<file path="src/rtl/alu_pipe.sv">
// Two-stage pipelined ALU with valid/ready handshakes on both sides, status flags,
// optional unsigned saturation for ADD/SUB and a completed-operation counter.
module alu_pipe #(
  parameter int WIDTH    = 8,
  parameter bit SATURATE = 1'b0,
  parameter int CNT_W    = 16
) (
  input  logic             clk,
  input  logic             rst,
  input  logic             in_valid,
  output logic             in_ready,
  input  logic [WIDTH-1:0] a,
  input  logic [WIDTH-1:0] b,
  input  logic [2:0]       op,
  output logic             out_valid,
  input  logic             out_ready,
  output logic [WIDTH-1:0] result,
  output logic             carry,
  output logic             ovf,
  output logic             zero,
  output logic [CNT_W-1:0] ops_done
);

  localparam int SHW = $clog2(WIDTH);

  typedef enum logic [2:0] {
    OP_ADD = 3'b000,
    OP_SUB = 3'b001,
    OP_AND = 3'b010,
    OP_OR  = 3'b011,
    OP_XOR = 3'b100,
    OP_SHL = 3'b101,
    OP_SHR = 3'b110,
    OP_SLT = 3'b111
  } alu_op_e;

  logic             s1_valid;
  logic [WIDTH-1:0] s1_a;
  logic [WIDTH-1:0] s1_b;
  alu_op_e          s1_op;

  logic             adv1;
  logic             adv2;

  logic [WIDTH:0]   sum;
  logic [WIDTH:0]   diff;
  logic             a_lt_b;
  logic             shift_big;
  logic [WIDTH-1:0] nxt_result;
  logic             nxt_carry;
  logic             nxt_ovf;

  // A stage may advance when its successor is empty or draining this cycle,
  // which lets a full pipeline keep streaming without bubbles.
  assign adv2     = !out_valid || out_ready;
  assign adv1     = !s1_valid || adv2;
  assign in_ready = adv1;

  always_ff @(posedge clk or posedge rst) begin
    if (rst) begin
      s1_valid <= 1'b0;
      s1_a     <= '0;
      s1_b     <= '0;
      s1_op    <= OP_ADD;
    end else if (adv1) begin
      s1_valid <= in_valid;
      if (in_valid) begin
        s1_a  <= a;
        s1_b  <= b;
        s1_op <= alu_op_e'(op);
      end
    end
  end

  // The borrow of the extended subtraction doubles as the unsigned a<b test.
  assign sum       = {1'b0, s1_a} + {1'b0, s1_b};
  assign diff      = {1'b0, s1_a} - {1'b0, s1_b};
  assign a_lt_b    = diff[WIDTH];
  assign shift_big = |s1_b[WIDTH-1:SHW];

  always_comb begin
    nxt_result = '0;
    nxt_carry  = 1'b0;
    nxt_ovf    = 1'b0;
    case (s1_op)
      OP_ADD: begin
        nxt_carry  = sum[WIDTH];
        nxt_ovf    = (s1_a[WIDTH-1] == s1_b[WIDTH-1]) && (sum[WIDTH-1] != s1_a[WIDTH-1]);
        nxt_result = (SATURATE && sum[WIDTH]) ? '1 : sum[WIDTH-1:0];
      end
      OP_SUB: begin
        nxt_carry  = a_lt_b;
        nxt_ovf    = (s1_a[WIDTH-1] != s1_b[WIDTH-1]) && (diff[WIDTH-1] != s1_a[WIDTH-1]);
        nxt_result = (SATURATE && a_lt_b) ? '0 : diff[WIDTH-1:0];
      end
      OP_AND: nxt_result = s1_a & s1_b;
      OP_OR:  nxt_result = s1_a | s1_b;
      OP_XOR: nxt_result = s1_a ^ s1_b;
      OP_SHL: nxt_result = shift_big ? '0 : (s1_a << s1_b[SHW-1:0]);
      OP_SHR: nxt_result = shift_big ? '0 : (s1_a >> s1_b[SHW-1:0]);
      OP_SLT: nxt_result = {{(WIDTH-1){1'b0}}, a_lt_b};
      default: nxt_result = '0;
    endcase
  end

  always_ff @(posedge clk or posedge rst) begin
    if (rst) begin
      out_valid <= 1'b0;
      result    <= '0;
      carry     <= 1'b0;
      ovf       <= 1'b0;
      zero      <= 1'b1;
    end else if (adv2) begin
      out_valid <= s1_valid;
      if (s1_valid) begin
        result <= nxt_result;
        carry  <= nxt_carry;
        ovf    <= nxt_ovf;
        zero   <= (nxt_result == '0);
      end
    end
  end

  always_ff @(posedge clk or posedge rst) begin
    if (rst) begin
      ops_done <= '0;
    end else if (out_valid && out_ready) begin
      ops_done <= ops_done + 1'b1;
    end
  end

endmodule

</file>
<file path="config.mk">
export PLATFORM = sky130hd
export DESIGN_NAME = alu_pipe
export DESIGN_NICKNAME = d
export VERILOG_FILES = /design/src/rtl/alu_pipe.sv
export SDC_FILE = /design/constraint.sdc
export NUM_CORES = 1
export LEC_CHECK = 0
export CELL_PAD_IN_SITES_DETAIL_PLACEMENT = 1
export CELL_PAD_IN_SITES_GLOBAL_PLACEMENT = 1
export CORE_MARGIN = 3
export CORE_UTILIZATION = 46
export DETAILED_ROUTE_END_ITERATION = 12
export MAX_ROUTING_LAYER = met4
export PLACE_DENSITY = 0.95
export SETUP_SLACK_MARGIN = 0.4
export SLEW_MARGIN = 30
export SYNTH_ARGS = -nofsm -noshare
export SYNTH_HDL_FRONTEND = slang
export SYNTH_SLANG_ARGS = --single-unit
</file>
<file path="constraint.sdc">
create_clock -name clk -period 7.3 [get_ports clk]
set_input_delay 1.46 -clock clk [delete_from_list [all_inputs] [get_ports clk]]
set_output_delay 1.46 -clock clk [all_outputs]
set_load 0.1 [all_outputs]
</file>
==> impl_results.rst <==
.. list-table::
   :header-rows: 1

   * - Metric
     - Value
   * - R2R Path Start
     - s1_b[1]
   * - Max-cap violations
     - 0
   * - Number of vias after detailed routing
     - 3592
   * - Mux share of post-synthesis cell area
     - 0.105
   * - Power after layout
     - 1.41 mW
   * - Worst setup path class
     - input pin to output port
   * - Critical path required time
     - 5840 ps
   * - Number of fillers in the final layout
     - 907
   * - Total routing resource utilization after global routing
     - 0.281
   * - Synth unique cells
     - 68
   * - Resized Gates After CTS
     - 0
   * - Die outline height
     - 96.7 µm
   * - Post-detailed-placement half-perimeter wirelength
     - 9280 µm
   * - Clock tree from TritonCTS
     - done
   * - CTS root buffer
     - sky130_fd_sc_hd__clkbuf_8
   * - Highest net fanout along the worst path
     - 4
   * - Total congestion overflow
     - 0
   * - Synth Area in XOR/XNOR
     - 0.0440
   * - Min-delay worst type
     - flop to flop
   * - Endpoint kind of the worst setup timing path
     - output port
   * - Cell row count
     - 32
   * - Initial DRT Pass Iterations
     - 5
   * - Worst setup slack before clock tree synthesis
     - 2540 ps
   * - Simple-Gate Fraction of Synth Area
     - 0.183
   * - PwrDens
     - 319 mW/mm²
   * - Die extent in x
     - 96.7 µm
   * - Detail-routed net length per standard cell
     - 23.8 µm
   * - Final Hold Vio Count
     - 0
   * - Routed WL
     - 13200 µm
   * - Share of the clock period used by the worst path
     - 0.660
   * - Sinks on Clock Net
     - 48
   * - Vias in the first global route
     - 3828
   * - Area share of the largest cell type after synthesis
     - 0.311
   * - Number of max-slew violations in the final report
     - 0
   * - Diode count
     - 0
   * - 1st-iter DRT viols
     - 374
   * - Area growth from synthesis to layout
     - 16.7%
   * - Hold path startpoint
     - ops_done[15]
   * - Min Clock Period, post-route
     - 4810 ps
   * - RSZ-0062 raised after global routing
     - no
   * - Adder-Cell Fraction of Synth Area
     - 0.0967
   * - Fraction of final layout cells sized beyond drive strength 1
     - 0.104
   * - Hold_buf cts
     - 0
   * - Worst-case headroom to the max-slew limit
     - 0.336
   * - Post-CTS clock slew at the launch and capture registers of the worst setup and hold paths
     - 100 ps
   * - Top achievable clock speed
     - 0.208 GHz
   * - Setup crit start kind
     - input pin
   * - Pin count of the biggest net entering global routing
     - 49
   * - Post-synthesis sequential area ratio
     - 0.318
   * - Starting utilization of the core area
     - 0.482
   * - DIE AREA
     - 0.00934 mm²
   * - Top post-synthesis cells by count
     - sky130_fd_sc_hd__dfrtp_1 (47), sky130_fd_sc_hd__nand2_1 (33), sky130_fd_sc_hd__a21oi_1 (27), sky130_fd_sc_hd__inv_1 (27), sky130_fd_sc_hd__ha_1 (26)
   * - Placer congestion estimate
     - 0.960
   * - Number of buffers inserted by port buffering
     - 51
   * - Global-route wire length before repair
     - 20700 µm
   * - Post-detailed-route via-to-cell ratio
     - 6.46
   * - Average size of a mapped cell
     - 9.15 µm²
   * - Number of CTS-inserted buffers
     - 5
   * - Placeable Area
     - 0.00785 mm²
   * - Post-placement cell area
     - 0.00431 mm²
   * - Number of setup violations in the final report
     - 0
   * - Main combinational cell family by area after synthesis
     - compound AO/OA/AOI/OAI gates
   * - Status
     - finished, final reports clean
   * - Largest area contributor in the synthesized netlist
     - sky130_fd_sc_hd__dfrtp_1
   * - Maximum VDD drop
     - 0.266 mV
   * - Commonest register cell after synthesis
     - sky130_fd_sc_hd__dfrtp_1
   * - Data arrival time of the worst path
     - 3350 ps
   * - Number of routed nets with antenna violations
     - 0
   * - Dominant cells by area after synthesis
     - sky130_fd_sc_hd__dfrtp_1 (31%), sky130_fd_sc_hd__ha_1 (8.6%), sky130_fd_sc_hd__mux2_2 (6.6%), sky130_fd_sc_hd__a21oi_1 (3.6%), sky130_fd_sc_hd__xnor2_1 (3.5%)
   * - H-tree levels
     - 2
   * - Post-layout worst setup margin
     - 2490 ps
   * - Post-Route Hold Slack
     - 483 ps
   * - Number of buffers added for setup after CTS
     - 0
   * - Tightest Pin Transition
     - 993 ps
   * - Number of instances in the synthesized netlist
     - 413
   * - Number of remaining DRC errors
     - 0
   * - Netlist Area Pre-Place
     - 0.00378 mm²
   * - Yosys warning total
     - 0
   * - Worst clock skew
     - 14.2 ps
   * - Number of antenna violations at the first check in global routing
     - 0
   * - FFs w/ async S/R, synth
     - 1.00
   * - Number of storage elements in the synthesis netlist
     - 48
   * - Setup TNS after final layout
     - 0 ps
   * - Synthesized-area fraction occupied by ao, oa, aoi and oai cells
     - 0.194
   * - Static Leakage
     - 1.85 nW
   * - Number of top-level pins
     - 52
   * - Post-synth net total
     - 464
   * - Layout net count
     - 504
   * - CP startpoint
     - out_ready
   * - Final Instance Area
     - 0.00441 mm²
   * - Latest clock arrival within the worst-skew pair
     - 320 ps
   * - Cell with the most instances after synthesis
     - sky130_fd_sc_hd__dfrtp_1
   * - Number of enable flip-flop cells after synthesis
     - 0
   * - Buffer levels on the longest clock path
     - 2
==> layout by cell type, fill, tap and decap left out, types with 3 or more instances in the layout <==
master                             n
sky130_fd_sc_hd__clkdlybuf4s50_1  51
sky130_fd_sc_hd__and3_1            3
sky130_fd_sc_hd__mux2_2           22
sky130_fd_sc_hd__nand3b_1          4
sky130_fd_sc_hd__inv_1            26
sky130_fd_sc_hd__a31oi_1           3
sky130_fd_sc_hd__xor2_1            4
sky130_fd_sc_hd__o31ai_1           4
sky130_fd_sc_hd__o211ai_1          7
sky130_fd_sc_hd__mux2i_1           8
sky130_fd_sc_hd__nand2b_1         14
sky130_fd_sc_hd__nor2_1           23
sky130_fd_sc_hd__nor3_1           12
sky130_fd_sc_hd__o22ai_1           4
sky130_fd_sc_hd__clkbuf_8          6
sky130_fd_sc_hd__nor2b_1          11
sky130_fd_sc_hd__nand4_1           4
sky130_fd_sc_hd__nand3_1          13
sky130_fd_sc_hd__a21o_1            4
sky130_fd_sc_hd__dfrtp_1          47
sky130_fd_sc_hd__ha_1             26
sky130_fd_sc_hd__o21ai_0          18
sky130_fd_sc_hd__a21oi_1          27
sky130_fd_sc_hd__a211oi_1          6
sky130_fd_sc_hd__nand2_1          33
sky130_fd_sc_hd__xnor2_1          15
==> worst max-delay path, stage by stage <==
cell and delay (ps):
sky130_fd_sc_hd__clkdlybuf4s50_1 540, sky130_fd_sc_hd__nand3b_1 200, sky130_fd_sc_hd__clkdlybuf4s50_1 1160
==> final timing paths <==
| kind | end | slack, ps | depth (start not counted) |
|---|---|---|---|
| min reg2reg | ops_done[15] | 480 | 1 |
| max in group asynchronous | ops_done[4] | 5200 | 2 |
| min | ops_done[15] | 480 | 1 |
| max reg2reg | ovf | 3870 | 9 |
| max | in_ready | 2490 | 3 |
| min in group asynchronous | out_valid | 1610 | 2 |
==> layout make-up <==
type	instances	area (µm²)	area share
multi-input cells	318	2360	0.535
inverters	28	106	0.0241
flip-flops and latches	48	1200	0.273
clock inverters	2	13.8	0.00312
clock buffers	6	82.6	0.0187
repair buffers	52	518	0.117
well taps	102	128	0.0289
==> power by group <==
part,total [mW],switching [mW],internal (mW)
clock network,0.178,0.100,0.0778
logic,0.812,0.569,0.243
registers,0.419,0.0988,0.320
total,1.41,0.768,0.640
==> kinds of logic after synthesis <==
| logic type | after synthesis |
|---|---|
| and+or+nand+nor | 132 |
| AOI/OAI and AO/OA | 105 |
| DFF | 48 |
| buffers and inverters | 47 |
| muxes | 34 |
| adders and majority gates | 28 |
| xor gates and xnor gates | 19 |
==> sequential cells by signal (all words and copies together) (netlist names), 3 cells and up <==
signal    count
ops_done     16
result        8
s1_a          8
s1_b          8
s1_op         3
==> layer usage <==
layer,share of wire,vias to the layer above,global-route usage
li1,-,1566,-
met2,0.50,169,0.485
met4,0.032,0,0.0961
met1,0.40,1812,0.339
met3,0.063,45,0.0368
met5,0,-,-
==> through the flow <==
stage | cells | util
5_1_grt | 556 | 0.562
3_5_place_dp | 548 | 0.549
3_3_place_gp | 548 | 0.549
4_1_cts | 556 | 0.561
6_report | 556 | 0.562
2_1_floorplan | 413 | -
No activity file was read; power rests on OpenSTA's default activity.
